`config.mk`:
```
export PLATFORM = sky130hd
export DESIGN_NAME = fact_engine
export DESIGN_NICKNAME = d
export VERILOG_FILES = /design/src/rtl/fact_pkg.sv /design/src/rtl/fact_dp.sv /design/src/rtl/fact_engine.sv
export SDC_FILE = /design/constraint.sdc
export NUM_CORES = 1
export LEC_CHECK = 0
export ABC_AREA = 1
export BUFFER_PORTS_ARGS = -buffer_cell sky130_fd_sc_hd__buf_2
export CORE_UTILIZATION = 65
export CTS_BUF_LIST = sky130_fd_sc_hd__clkbuf_8
export CTS_CLUSTER_SIZE = 25
export DETAILED_ROUTE_END_ITERATION = 8
export HOLD_SLACK_MARGIN = 0.15
export PLACE_DENSITY = 0.84
export SYNTH_ARGS = -nofsm -noshare
export SYNTH_HDL_FRONTEND = slang
export SYNTH_SLANG_ARGS = --single-unit
```
`constraint.sdc`:
```
create_clock -name clk -period 12.4 [get_ports clk]
set_clock_uncertainty 0.1 [all_clocks]
set_input_delay 1.86 -clock clk [delete_from_list [all_inputs] [get_ports clk]]
set_output_delay 1.86 -clock clk [all_outputs]
set_load 0.02 [all_outputs]
```
`src/rtl/fact_pkg.sv`:
```
// fact_pkg: shared definitions for the factorial engine.
//   state_t         - engine FSM encoding (IDLE, CALC, DONE, ERR)
//   DEFAULT_WIDTH   - default result/product width in bits
//   DEFAULT_N_WIDTH - default operand width in bits
package fact_pkg;

    localparam int DEFAULT_WIDTH   = 32;
    localparam int DEFAULT_N_WIDTH = 4;

    typedef enum logic [1:0] {
        IDLE = 2'd0,
        CALC = 2'd1,
        DONE = 2'd2,
        ERR  = 2'd3
    } state_t;

endpackage

```
`src/rtl/fact_dp.sv`:
```
// fact_dp: factorial datapath (down-counter, running product, multiplier).
// Ports:
//   clk, rst_n  - clock, asynchronous active-low reset
//   load        - load cnt <= n_in and prod <= 1
//   step        - prod <= low half of prod*cnt, cnt <= cnt-1
//   n_in        - operand to load
//   prod        - running product
//   last        - cnt <= 1, no further multiply needed
//   ovf         - upper half of prod*cnt is nonzero
module fact_dp
    import fact_pkg::*;
#(
    parameter int WIDTH   = DEFAULT_WIDTH,
    parameter int N_WIDTH = DEFAULT_N_WIDTH
) (
    input  logic               clk,
    input  logic               rst_n,
    input  logic               load,
    input  logic               step,
    input  logic [N_WIDTH-1:0] n_in,
    output logic [WIDTH-1:0]   prod,
    output logic               last,
    output logic               ovf
);

    logic [N_WIDTH-1:0]   cnt;
    logic [2*WIDTH-1:0]   wide;

    // Full double-width product so overflow is visible in the upper half.
    assign wide = {{WIDTH{1'b0}}, prod} * {{(2*WIDTH-N_WIDTH){1'b0}}, cnt};
    assign ovf  = |wide[2*WIDTH-1:WIDTH];
    assign last = (cnt <= N_WIDTH'(1));

    always_ff @(posedge clk or negedge rst_n) begin
        if (!rst_n) begin
            cnt  <= '0;
            prod <= '0;
        end else if (load) begin
            cnt  <= n_in;
            prod <= WIDTH'(1);
        end else if (step) begin
            cnt  <= cnt - N_WIDTH'(1);
            prod <= wide[WIDTH-1:0];
        end
    end

endmodule

```
`src/rtl/fact_engine.sv`:
```
// fact_engine: iterative factorial engine, one multiply per clock.
// Ports:
//   clk, rst_n  - clock, asynchronous active-low reset
//   go          - start request, accepted only in IDLE
//   abort       - cancel a calculation in CALC (no done pulse)
//   n_in        - operand, sampled with an accepted go
//   busy        - high whenever the FSM is not in IDLE
//   done        - one-cycle completion pulse (success or error)
//   error       - qualifies done: operand out of range or overflow
//   result      - n_in!, loaded together with done; 0 on error
// Handshake: go is a level sampled on each rising edge while busy=0; an
// accepted go produces exactly one done pulse unless aborted. No queuing.
module fact_engine
    import fact_pkg::*;
#(
    parameter int WIDTH   = DEFAULT_WIDTH,
    parameter int N_WIDTH = DEFAULT_N_WIDTH,
    parameter int MAX_N   = 2**N_WIDTH - 1
) (
    input  logic               clk,
    input  logic               rst_n,
    input  logic               go,
    input  logic               abort,
    input  logic [N_WIDTH-1:0] n_in,
    output logic               busy,
    output logic               done,
    output logic               error,
    output logic [WIDTH-1:0]   result
);

    // One extra bit so MAX_N = 2**N_WIDTH-1 compares without truncation.
    localparam logic [N_WIDTH:0] MAX_N_EXT = (N_WIDTH+1)'(MAX_N);

    state_t           state;
    logic             range_err;
    logic             load;
    logic             step;
    logic [WIDTH-1:0] prod;
    logic             last;
    logic             ovf;

    assign range_err = ({1'b0, n_in} > MAX_N_EXT);
    assign load      = (state == IDLE) && go && !range_err;
    assign step      = (state == CALC) && !abort && !last && !ovf;

    fact_dp #(
        .WIDTH   (WIDTH),
        .N_WIDTH (N_WIDTH)
    ) u_dp (
        .clk   (clk),
        .rst_n (rst_n),
        .load  (load),
        .step  (step),
        .n_in  (n_in),
        .prod  (prod),
        .last  (last),
        .ovf   (ovf)
    );

    // busy/done/error are registered alongside state, so they are pure
    // functions of the state register. result is loaded on entry to
    // DONE/ERR so it is already valid while done is high.
    always_ff @(posedge clk or negedge rst_n) begin
        if (!rst_n) begin
            state  <= IDLE;
            busy   <= 1'b0;
            done   <= 1'b0;
            error  <= 1'b0;
            result <= '0;
        end else begin
            done  <= 1'b0;
            error <= 1'b0;
            case (state)
                IDLE: begin
                    if (go) begin
                        busy <= 1'b1;
                        if (range_err) begin
                            state  <= ERR;
                            done   <= 1'b1;
                            error  <= 1'b1;
                            result <= '0;
                        end else begin
                            state <= CALC;
                        end
                    end
                end
                CALC: begin
                    // abort outranks both completion and overflow
                    if (abort) begin
                        state <= IDLE;
                        busy  <= 1'b0;
                    end else if (last) begin
                        state  <= DONE;
                        done   <= 1'b1;
                        result <= prod;
                    end else if (ovf) begin
                        state  <= ERR;
                        done   <= 1'b1;
                        error  <= 1'b1;
                        result <= '0;
                    end
                end
                DONE, ERR: begin
                    state <= IDLE;
                    busy  <= 1'b0;
                end
                default: begin
                    state <= IDLE;
                    busy  <= 1'b0;
                end
            endcase
        end
    end

endmodule

```
==> results.md, run 1 <==
* Status: finished clean
* HP Class: flip-flop to flip-flop
* Final antenna diode count at 0
* CTS Sinks at 73
* Hold_buf cts at 0
* # port buffers at 42
* Worst path buffer plus inverter count at 1
* Distinct cells, synth at 37
* Initial core utilization at 68.0%
* Critical path cell sequence: nand2_1 -> fa_1 -> inv_1 -> fa_1 -> fa_1 -> nand2_1 -> nand2_1 -> nand3_1 -> nand2_1 -> nand2_1 -> nand2_1 -> nand2_1 -> nand2_1 -> nand2_1 -> nand2_1 -> nor2_4 -> nand3_4 -> nand2_4 -> nand2_1 -> nand2_1
* Reg2reg path depth at 20
* Skew-Pair Late Insertion Delay at 0.36 ns
* Post-synth EDFFs at 0
* Yosys reg bits at 73
* Initial antenna violation count at 0
* GRT Total Usage at approximately a third
* Count of final setup violators at 0
* DP Area at 8180 sq um
* Synth Area in Compound Gates at 3.82%
* CP required at 12.60 ns
* Worst setup EP type: flip-flop
* Leak at 5.50 nW
* Ys Warns at 0
* Register area share after synthesis at 23.0%
* Synthesized-area fraction occupied by adder cells at a little over a fifth
* Slowest cell delay on critical path at 1.17 ns
* Mapped Nets at 1318
* Synthesized cell area at approximately 8000 sq um
* Max Slew Vio Count at 0
* Core area at 11700 sq um
* Fin. Hold Viols at 0
* Routed length per instance at 14.1 microns
* Total power at 1.40 mW
* Setup TNS at 0 ns
* Slowest cell on crit path: dfrtp_1
* Reg clk slew, reported paths at about 0.080 ns
* Tmin final at ~5.3 ns
* Pwr/cell area at 167 nW/um^2
* FP Rows at 39
* GPL Wtd Cong at 0.946
* Async set-reset flop share out of synthesis at 100%
* VDD IR max at 0.0000745 V
* Resized Gates After CTS at 0
* R2R Path Start: u_dp.cnt[3]
* Crit path kind: flip-flop to flip-flop
* Worst-margin pin slew at 1.25 ns
* DRC at 0
* I/O pin cnt at 43
* Arrival time worst endpoint at about 5.5 ns
* DR iter-0 viols at 595
* First-pass GRT wire length at 33500 microns
* Slew HR at 17.0%
* CTS root buf: clkbuf_8
* Overall routed net length at between 15000 and 20000 microns
* Max Root-Sink Buffers at 2
* Main combinational cell family by area after synthesis: simple AND/OR/NAND/NOR gates
* Global route total overflow at 0
* CTS Buf Count at 9
* Layout cells sized above 1 at around 7.3%
* Nets at between 1000 and 1500
* Family with the most delay on the worst path: simple AND/OR/NAND/NOR gates
* CTS tree: built
* CP startpoint kind: flip-flop
* Post-CTS Setup Repair Bufs at 0
* Reg2reg end: u_dp.prod[12]
* Max-Cap Viols at 0
* Vias in the first global route at 7017
* First-pass detailed-route iteration total at 5
* Synth Area in Simple Gates at around 33%
* Syn Area/Cell at 6.57 sq um
* Vias at 7333
* Hold Path End: result[1]
* Hold Path Origin: result[1]
* Post-synth top flop: dfrtp_1
* Area Growth Syn to Fin at 5.33%
* Cells after synthesis at 1208
* Reg-to-reg setup timing slack at 7.09 ns
* Post-DRT Antenna Nets at 0
* Die area at between 10000 and 15000 sq um
* Die width at 112 microns
* FMAX at 188 MHz
* Largest net degree at the start of global routing at 74
* Cell mode on critical path: nand2_1
* Fin area at 8360 sq um
* Xor/xnor share of the synthesized area at 2.76%
* Routed vias/inst at 5.33
* Post-synthesis mux area share at 0%
* H-tree levels at 3
* Die H at 112 microns
* Crit share post-route at 42.8%
* CP Max Fanout at 37
* Hpwl dp at 15000 microns
* Hold path depth at 2
* RSZ-0062 raised after global routing: false
## power by group
| group | internal, mW | leakage [nW] | switching [mW] |
|---|---|---|---|
| clock | 0.0719 | 0.0850 | 0.0923 |
| combinational | 0.261 | 4.42 | 0.538 |
| sequential | 0.318 | 0.994 | 0.118 |
| total | 0.651 | 5.50 | 0.747 |
## stage by stage
step	hold WS, ns	utilization, %	setup slack (ns)	instances
2_1_floorplan	0.414	-	8.37	1208
3_5_place_dp	0.382	70.2	7.18	1360
6_report	0.394	71.6	7.09	1376
3_3_place_gp	0.379	70.2	7.33	1360
4_1_cts	0.400	71.6	7.16	1376
5_1_grt	0.416	71.6	6.60	1376
## sequential cells by signal (all words and copies together), names as in the netlist
signal / count
result: 32
error: 1
busy: 1
done: 1
state: 2
u_dp.prod: 32
u_dp.cnt: 4
## kinds of logic after synthesis
kind of cell    after synthesis
simple gates                641
buf+inv                     313
xor+xnor                     25
flops                        73
fa+ha+maj                   102
compound gates               54
## worst min-delay path, stage by stage, from the launching register on
cell and delay, ns:
dfrtp_1 0.34, nand3_1 0.07, nand2_1 0.05
## Yosys cell counts (2+ instances only)
library cell	n	area, sq um
dfrtp_1	73	1830
nor3_1	10	50.1
nand3b_1	3	22.5
buf_4	3	22.5
buf_2	3	15.0
xor2_1	8	70.1
nor2_1	69	259
nand2_1	438	1640
fa_1	60	1200
buf_1	4	15.0
clkinv_1	2	7.51
clkbuf_1	25	93.8
a21oi_1	34	170
or2_2	2	12.5
o21ai_0	6	30.0
nand4_1	2	12.5
nor2_4	2	22.5
nand3_1	96	480
nor2_2	5	31.3
inv_1	266	998
a21o_1	2	15.0
buf_6	3	33.8
inv_2	7	26.3
nand2_2	6	37.5
o21bai_1	9	67.6
or2_1	2	12.5
xnor2_1	17	149
ha_1	42	526
## per-layer routing
layer	vias to the layer above	track usage, %	share of wire (%)
met5	-	0	0
met3	22	4.43	10
li1	3594	-	-
met4	0	11.1	1.5
met2	329	52.5	43
met1	3388	48.7	45
## area by class of cell
cell class,instances,area (sq um)
Inverter,275,1030
Clock buffer,9,124
Clock inverter,7,47.5
Sequential cell,73,1830
Multi-Input combinational cell,822,4900
Tap cell,143,179
Timing Repair Buffer,47,250
Fill cell,983,3310
## worst max path at each step
stage                           start            end  slack (ns)  cells after the start
final                     u_dp.cnt[3]  u_dp.prod[12]        7.09                     20
after global routing      u_dp.cnt[3]  u_dp.prod[31]        6.60                     20
after CTS                 u_dp.cnt[3]  u_dp.prod[12]        7.16                     20
after detailed placement  u_dp.cnt[3]  u_dp.prod[12]        7.18                     20
after global placement    u_dp.cnt[3]  u_dp.prod[27]        7.33                     20
after floorplan           u_dp.cnt[3]   u_dp.prod[4]        8.37                     22
## layout by cell type, fill, tap and decap left out, types with 2 or more instances in the layout
master | netlist | final
xnor2_1 | 17 | 17
nand2_1 | 438 | 438
o21ai_0 | 6 | 6
clkinv_2 | 0 | 3
o21bai_1 | 9 | 9
nand2_2 | 6 | 6
or2_1 | 2 | 2
fa_1 | 60 | 60
clkinv_1 | 2 | 2
nand3b_1 | 3 | 3
nand3_1 | 96 | 96
clkinv_4 | 0 | 2
or2_2 | 2 | 2
nor2_2 | 5 | 6
a21oi_1 | 34 | 34
clkinvlp_4 | 0 | 2
ha_1 | 42 | 42
nor2_4 | 2 | 2
a21o_1 | 2 | 2
nor2_1 | 69 | 68
clkbuf_8 | 0 | 9
dfrtp_1 | 73 | 73
nor3_1 | 10 | 10
buf_4 | 3 | 6
buf_2 | 3 | 41
xor2_1 | 8 | 8
inv_1 | 266 | 266
nand4_1 | 2 | 2
inv_2 | 7 | 7
Power figures use the tool's default switching activity.
==> run 2, diff against run 1 <==
Clock period 12.4 ns to 5.1 ns, I/O delays scaled along.
==> run 2 against run 1 <==
Fmax rose by 15%; combinational power rose to 2.5 times the previous value; largest cell class unchanged; global-route usage rose by 1.2 points; critical endpoint is now u_dp.prod[2]; core utilization increased by 0.40 points; wire length rose by 3.0%; critical path depth rose by 2.
==> results.md, run 2 (synthesis gave the netlist of run 1 again) <==
* Largest regs: result (32), u_dp.prod (32), u_dp.cnt (4)
* Global route total overflow at 0 (unchanged)
* Area Growth Syn to Fin at 5.91%
* Hold Path Origin: result[20]
* Reg-to-reg setup timing slack at 0.48 ns (-6.62 ns)
* Reg2reg path depth at 22 (+10%)
* R2R Path Start: u_dp.cnt[3]
* Sw power at 1.87 mW (+150%)
* Fin cells at 1379 (+0.22%)
* GRT Total Usage at 34.8% (+1.2 points)
* Setup TNS at 0 ns (unchanged)
* DRC at 0 (unchanged)
* Routed length per instance at 14.4 microns (+2.8%)
* CP Max Fanout at 22 (-41%)
* Most frequent cells in the layout: nand2_1 (438), inv_1 (266), nand3_1 (96)
* Die width at 112 microns (unchanged)
* Vias in the first global route at 7214 (+2.8%)
* CTS Sinks at 73 (unchanged)
* H-tree levels at 3 (unchanged)
* Max Root-Sink Buffers at 2 (unchanged)
* Post-CTS Setup Repair Bufs at 0 (unchanged)
* Final antenna diode count at 0 (unchanged)
* Setup crit end: u_dp.prod[2]
* Flip-flop and latch area at 1830 sq um (unchanged)
* Crit path kind: flip-flop to flip-flop
* Die area at 12600 sq um (unchanged)
* P_int at 1.62 mW (+150%)
* I/O pin cnt at 43 (unchanged)
* Commonest non-fill, non-tap cell in the layout: nand2_1
* CP startpoint kind: flip-flop
* CTS Buf Count at 9 (unchanged)
* Placed insts at 1363 (+0.22%)
* Layout cells sized above 1 at 7.52% (+0.23 points)
* # port buffers at 42 (unchanged)
* CTS root buf: clkbuf_8
* First-pass detailed-route iteration total at 5 (unchanged)
* Slew HR at 37.0% (+20 points)
* Overall routed net length at 19900 microns (+3.0%)
* Fillcell total at 1013 (+3.1%)
* Register share of total power at 29.5% (-1.6 points)
* Worst-margin pin slew at 0.945 ns (-0.300 ns)
* Arrival time worst endpoint at 4.82 ns (-0.69 ns)
* Pwr/cell area at 415 nW/um^2 (+150%)
* HP Class: flip-flop to flip-flop
* Initial antenna violation count at 0 (unchanged)
* Leak at 5.52 nW (+0.51%)
* Max-Cap Viols at 0 (unchanged)
* CP required at 5.30 ns (-7.30 ns)
* DR iter-0 viols at 741 (+25%)
* Worst setup EP type: flip-flop
* GPL Wtd Cong at 0.959 (+1.4%)
* First-pass GRT wire length at 34900 microns (+4.2%)
* FMAX at 216 MHz (+15%)
* Nets at 1341 (+0.22%)
* Tmin final at 4.62 ns (-0.682 ns)
* Reg2reg end: u_dp.prod[2]
* Hold_buf cts at 0 (unchanged)
* Worst Setup SP: u_dp.cnt[3]
* Hpwl dp at 15200 microns (+1.4%)
* Reg clk slew, reported paths at 0.09 ns (about the same)
* Count of final setup violators at 0 (unchanged)
* Status: finished clean
* Routed vias/inst at 5.35 (+0.35%)
* Combinational Power Share at 58.2% (+1.1 points)
* Fin. Hold Viols at 0 (unchanged)
* CTS tree: built
* VDD IR max at 0.000207 V (+180%)
* Skew-Pair Late Insertion Delay at 0.37 ns (about the same)
* FP Rows at 39 (unchanged)
* Core area at 11700 sq um (unchanged)
* Die H at 112 microns (unchanged)
* Resized Gates After CTS at 0 (unchanged)
* Initial core utilization at 68.0% (unchanged)
* Area of the multi-input gates at 4900 sq um (+0.10%)
* Vias at 7375 (+0.57%)
* Largest net degree at the start of global routing at 74 (unchanged)
* Post-DRT Antenna Nets at 0 (unchanged)
* RSZ-0062 raised after global routing: false
* Clock power frac at 12.3% (+0.6 points)
* Max Slew Vio Count at 0 (unchanged)
* Crit share post-route at 90.7% (+48 points)
* Sw frac at 53.6% (+0.19 points)
==> run 2: cell count changes in the layout (fill, tap and decap cells not counted), sizes merged <==
cell and change:
clkinvlp +1, clkinv -3, inv +2, buf +3
==> run 2: per-layer routing <==
layer  vias to the layer above  part of all wire [%]  global-route usage (%)
li1                       3610                     -                       -
met5                         -                     0                       0
met2                       337                    41                    50.2
met4                         0                   1.8                    10.6
met3                        29                   9.3                    6.05
met1                      3399                    48                    53.4
==> run 2: worst min path at each step <==
stage,end,slack [ns],cells after the start
final,result[20],0.40,2
after global placement,result[12],0.38,2
after detailed placement,result[24],0.38,2
after global routing,result[26],0.43,2
after CTS,result[24],0.40,2
after floorplan,busy,0.37,0
==> run 2: critical path, stage by stage, from the launching register on <==
cell and delay, ns:
dfrtp_1 0.57, buf_12 0.25, nand2_1 0.07, inv_1 0.06, fa_1 0.54, inv_1 0.06
fa_1 0.55, inv_1 0.05, ha_1 0.37, nand2_1 0.13, nor2_1 0.15, inv_1 0.09
nor2_1 0.09, nand2_1 0.06, nand2_1 0.18, nand2_1 0.10, nand3_1 0.08, nand2_1 0.10
inv_1 0.07, nand2_1 0.04, nor2_1 0.58, nand3_1 0.16, nand2_1 0.11
==> run 2: power by group through the flow <==
stage                     Combinational [mW]  Clock, mW  Sequential (mW)
after floorplan                         1.39          0             1.04
after global placement                  1.94          0             1.02
after detailed placement                1.98          0             1.03
after CTS                               2.00      0.436             1.02
after global routing                    2.29      0.459             1.05
final                                   2.03      0.430             1.03
==> run 2: final cells by class <==
class / count / area share (%)
repair buffers: 50 / 3.40
inverters: 275 / 12.3
well taps: 143 / 2.13
flip-flops and latches: 73 / 21.7
clock buffers: 9 / 1.47
multi-input cells: 822 / 58.3
clock inverters: 7 / 0.640
==> run 2: per-stage QoR <==
| stage | worst slack (ns) | power, mW | hold WS [ns] | util (%) | instance area, sq um |
|---|---|---|---|---|---|
| detailed placement | 0.417 | 3.01 | 0.382 | 70.5 | 8220 |
| floorplan | 1.07 | 2.43 | 0.369 | - | 7930 |
| global route | 0.182 | 3.80 | 0.427 | 72.0 | 8400 |
| CTS | 0.394 | 3.46 | 0.401 | 72.0 | 8400 |
| global placement | 0.618 | 2.96 | 0.379 | 70.5 | 8220 |
| finish | 0.475 | 3.49 | 0.395 | 72.0 | 8400 |
==> run 3, diff against run 2 <==
Settings changed: RECOVER_POWER from default to 25.
==> run 3 against run 2 <==
The run now ends with capacitance limit, slew limit left; sequential cell count is the same; global-route usage is the same; sequential power is essentially flat; die area is the same; critical path depth is the same; final cell count is the same; worst setup slack lost 0.0020 ns; via count grew 0.15%; first-iteration DRC count is the same; highest routed layer unchanged.
==> results.md, run 3 (synthesis gave the netlist of run 1 again) <==
* Die area at 12600 sq um (unchanged)
* Critical path cell sequence: buf_12 -> nand2_1 -> inv_1 -> fa_1 -> inv_1 -> fa_1 -> inv_1 -> ha_1 -> nand2_1 -> nor2_1 -> inv_1 -> nor2_1 -> nand2_1 -> nand2_1 -> nand2_1 -> nand3_1 -> nand2_1 -> inv_1 -> nand2_1 -> nor2_1 -> nand3_1 -> nand2_1
* Final antenna diode count at 0 (unchanged)
* # port buffers at 42 (unchanged)
* Routed length per instance at 14.5 microns (+0.38%)
* Nets at 1341 (unchanged)
* GRT Total Usage at 34.8% (unchanged)
* Slowest cell on crit path: dfrtp_1
* Worst setup EP type: flip-flop
* CTS tree: built
* RSZ-0062 raised after global routing: false
* Global route total overflow at 0 (unchanged)
* Reg-to-reg setup timing slack at 0.47 ns (about the same)
* Max Slew Vio Count at 74 (+74)
* Fin area at 8400 sq um (about the same)
* CP required at 5.30 ns (about the same)
* Hold Path Origin: result[20]
* Reg2reg path depth at 22 (unchanged)
* VDD IR max at 0.000208 V (+0.56%)
* Most frequent cells in the layout: nand2_1 (438), inv_1 (266), nand3_1 (96)
* Hold Path End: result[20]
* Largest regs: result (32), u_dp.prod (32), u_dp.cnt (4)
* Die H at 112 microns (unchanged)
* CP Max Fanout at 22 (unchanged)
* Max Root-Sink Buffers at 2 (unchanged)
* Combinational Power Share at 58.2% (about the same)
* Resized Gates After CTS at 0 (unchanged)
* Util after Layout at 72.0% (about the same)
* Hold path depth at 2 (unchanged)
* Routed vias/inst at 5.36 (+0.15%)
* Slew HR at -165% (-200 points)
* CTS root buf: clkbuf_8
* Fillcell total at 1013 (unchanged)
* FP Rows at 39 (unchanged)
* Post-DRT Antenna Nets at 0 (unchanged)
* First-pass GRT wire length at 34900 microns (unchanged)
* P_int at 1.62 mW (about the same)
* Fin. Hold Viols at 0 (unchanged)
* H-tree levels at 3 (unchanged)
* Initial core utilization at 68.0% (unchanged)
* Arrival time worst endpoint at 4.83 ns (about the same)
* Overall routed net length at 20000 microns (+0.38%)
* DP Area at 8220 sq um (unchanged)
* Worst-margin pin slew at 3.97 ns (+3.02 ns)
* Layout cells sized above 1 at 7.44% (-0.081 points)
* Register share of total power at 29.4% (about the same)
* Post-CTS Setup Repair Bufs at 0 (unchanged)
* Hpwl dp at 15200 microns (unchanged)
* Largest net degree at the start of global routing at 74 (unchanged)
* CP startpoint kind: flip-flop
* Leak at 5.52 nW (about the same)
* I/O pin cnt at 43 (unchanged)
* HP Class: flip-flop to flip-flop
* Crit share post-route at 90.7% (about the same)
* FMAX at 216 MHz (about the same)
* Commonest non-fill, non-tap cell in the layout: nand2_1
* Slowest cell delay on critical path at 0.57 ns (about the same)
* Initial antenna violation count at 0 (unchanged)
* DR iter-0 viols at 741 (unchanged)
* Reg2reg end: u_dp.prod[2]
* CTS Sinks at 73 (unchanged)
* Failing checks: capacitance limit, slew limit
* Setup TNS at 0 ns (unchanged)
* Vias at 7386 (+0.15%)
* Count of final setup violators at 0 (unchanged)
* Pwr/cell area at 416 nW/um^2 (+0.21%)
* Die width at 112 microns (unchanged)
* First-pass detailed-route iteration total at 5 (unchanged)
* Crit path kind: flip-flop to flip-flop
* Status: complete, but fails checks
* Skew-Pair Late Insertion Delay at 0.37 ns (about the same)
* Sw power at 1.88 mW (+0.30%)
* CTS Buf Count at 9 (unchanged)
* DRC at 0 (unchanged)
* Vias in the first global route at 7214 (unchanged)
* Sw frac at 53.7% (+0.071 points)
* Clock power frac at 12.3% (about the same)
* Core area at 11700 sq um (unchanged)
* Cell mode on critical path: nand2_1
* Hold_buf cts at 0 (unchanged)
* R2R Path Start: u_dp.cnt[3]
* GPL Wtd Cong at 0.959 (unchanged)
* Tmin final at 4.63 ns (+0.00201 ns)
* Area Growth Syn to Fin at 5.87% (about the same)
* Reg clk slew, reported paths at 0.09 ns (about the same)
* Max-Cap Viols at 1 (+1)
==> run 3: changes by cell type in the layout (fill, tap and decap cells not counted), sizes merged <==
cell	previous run	this run
clkbuf	9	10
buf	50	49
==> run 3: worst max path at each step <==
stage | start | endpoint | depth (start not counted)
6_report | u_dp.cnt[3] | u_dp.prod[2] | 22
5_1_grt | u_dp.cnt[3] | result[7] | 23
2_1_floorplan | u_dp.cnt[3] | u_dp.prod[4] | 22
4_1_cts | u_dp.cnt[3] | result[2] | 21
3_5_place_dp | u_dp.cnt[3] | result[2] | 21
3_3_place_gp | u_dp.cnt[1] | result[7] | 21
==> run 3: layout make-up <==
cell class,count,area [sq um],area share [%]
Clock buffer,9,124,1.47
Clock inverter,7,53.8,0.641
Inverter,275,1030,12.3
Multi-Input combinational cell,822,4900,58.4
Sequential cell,73,1830,21.8
Tap cell,143,179,2.13
Timing Repair Buffer,50,282,3.35
==> run 3: worst max-delay path: cells and delay by family (launching register included) <==
family	cells	cell delay (ns)
simple gates	13	1.86
flops	1	0.57
buf+inv	6	0.58
fa+ha+maj	3	1.45
==> run 3: per-stage QoR <==
stage | setup WS, ns | hold slack, ns | total power, mW | instances
floorplan | 1.07 | 0.369 | 2.43 | 1208
global placement | 0.618 | 0.379 | 2.96 | 1363
detailed placement | 0.417 | 0.382 | 3.01 | 1363
CTS | 0.394 | 0.401 | 3.46 | 1379
global route | 0.182 | 0.427 | 3.80 | 1379
finish | 0.473 | 0.396 | 3.49 | 1379
==> run 3: power groups by stage <==
stage,clock [mW],sequential [mW],combinational [mW]
CTS,0.436,1.02,2.00
global placement,0,1.02,1.94
global route,0.459,1.05,2.29
detailed placement,0,1.03,1.98
floorplan,0,1.04,1.39
finish,0.431,1.03,2.04
==> run 3: routing by layer <==
metal | part of all wire (%) | vias to the layer above | GRT usage, %
li1 | - | 3613 | -
met5 | 0 | - | 0
met2 | 41 | 326 | 50.2
met3 | 8.7 | 30 | 6.05
met1 | 48 | 3417 | 53.4
met4 | 1.8 | 0 | 10.6
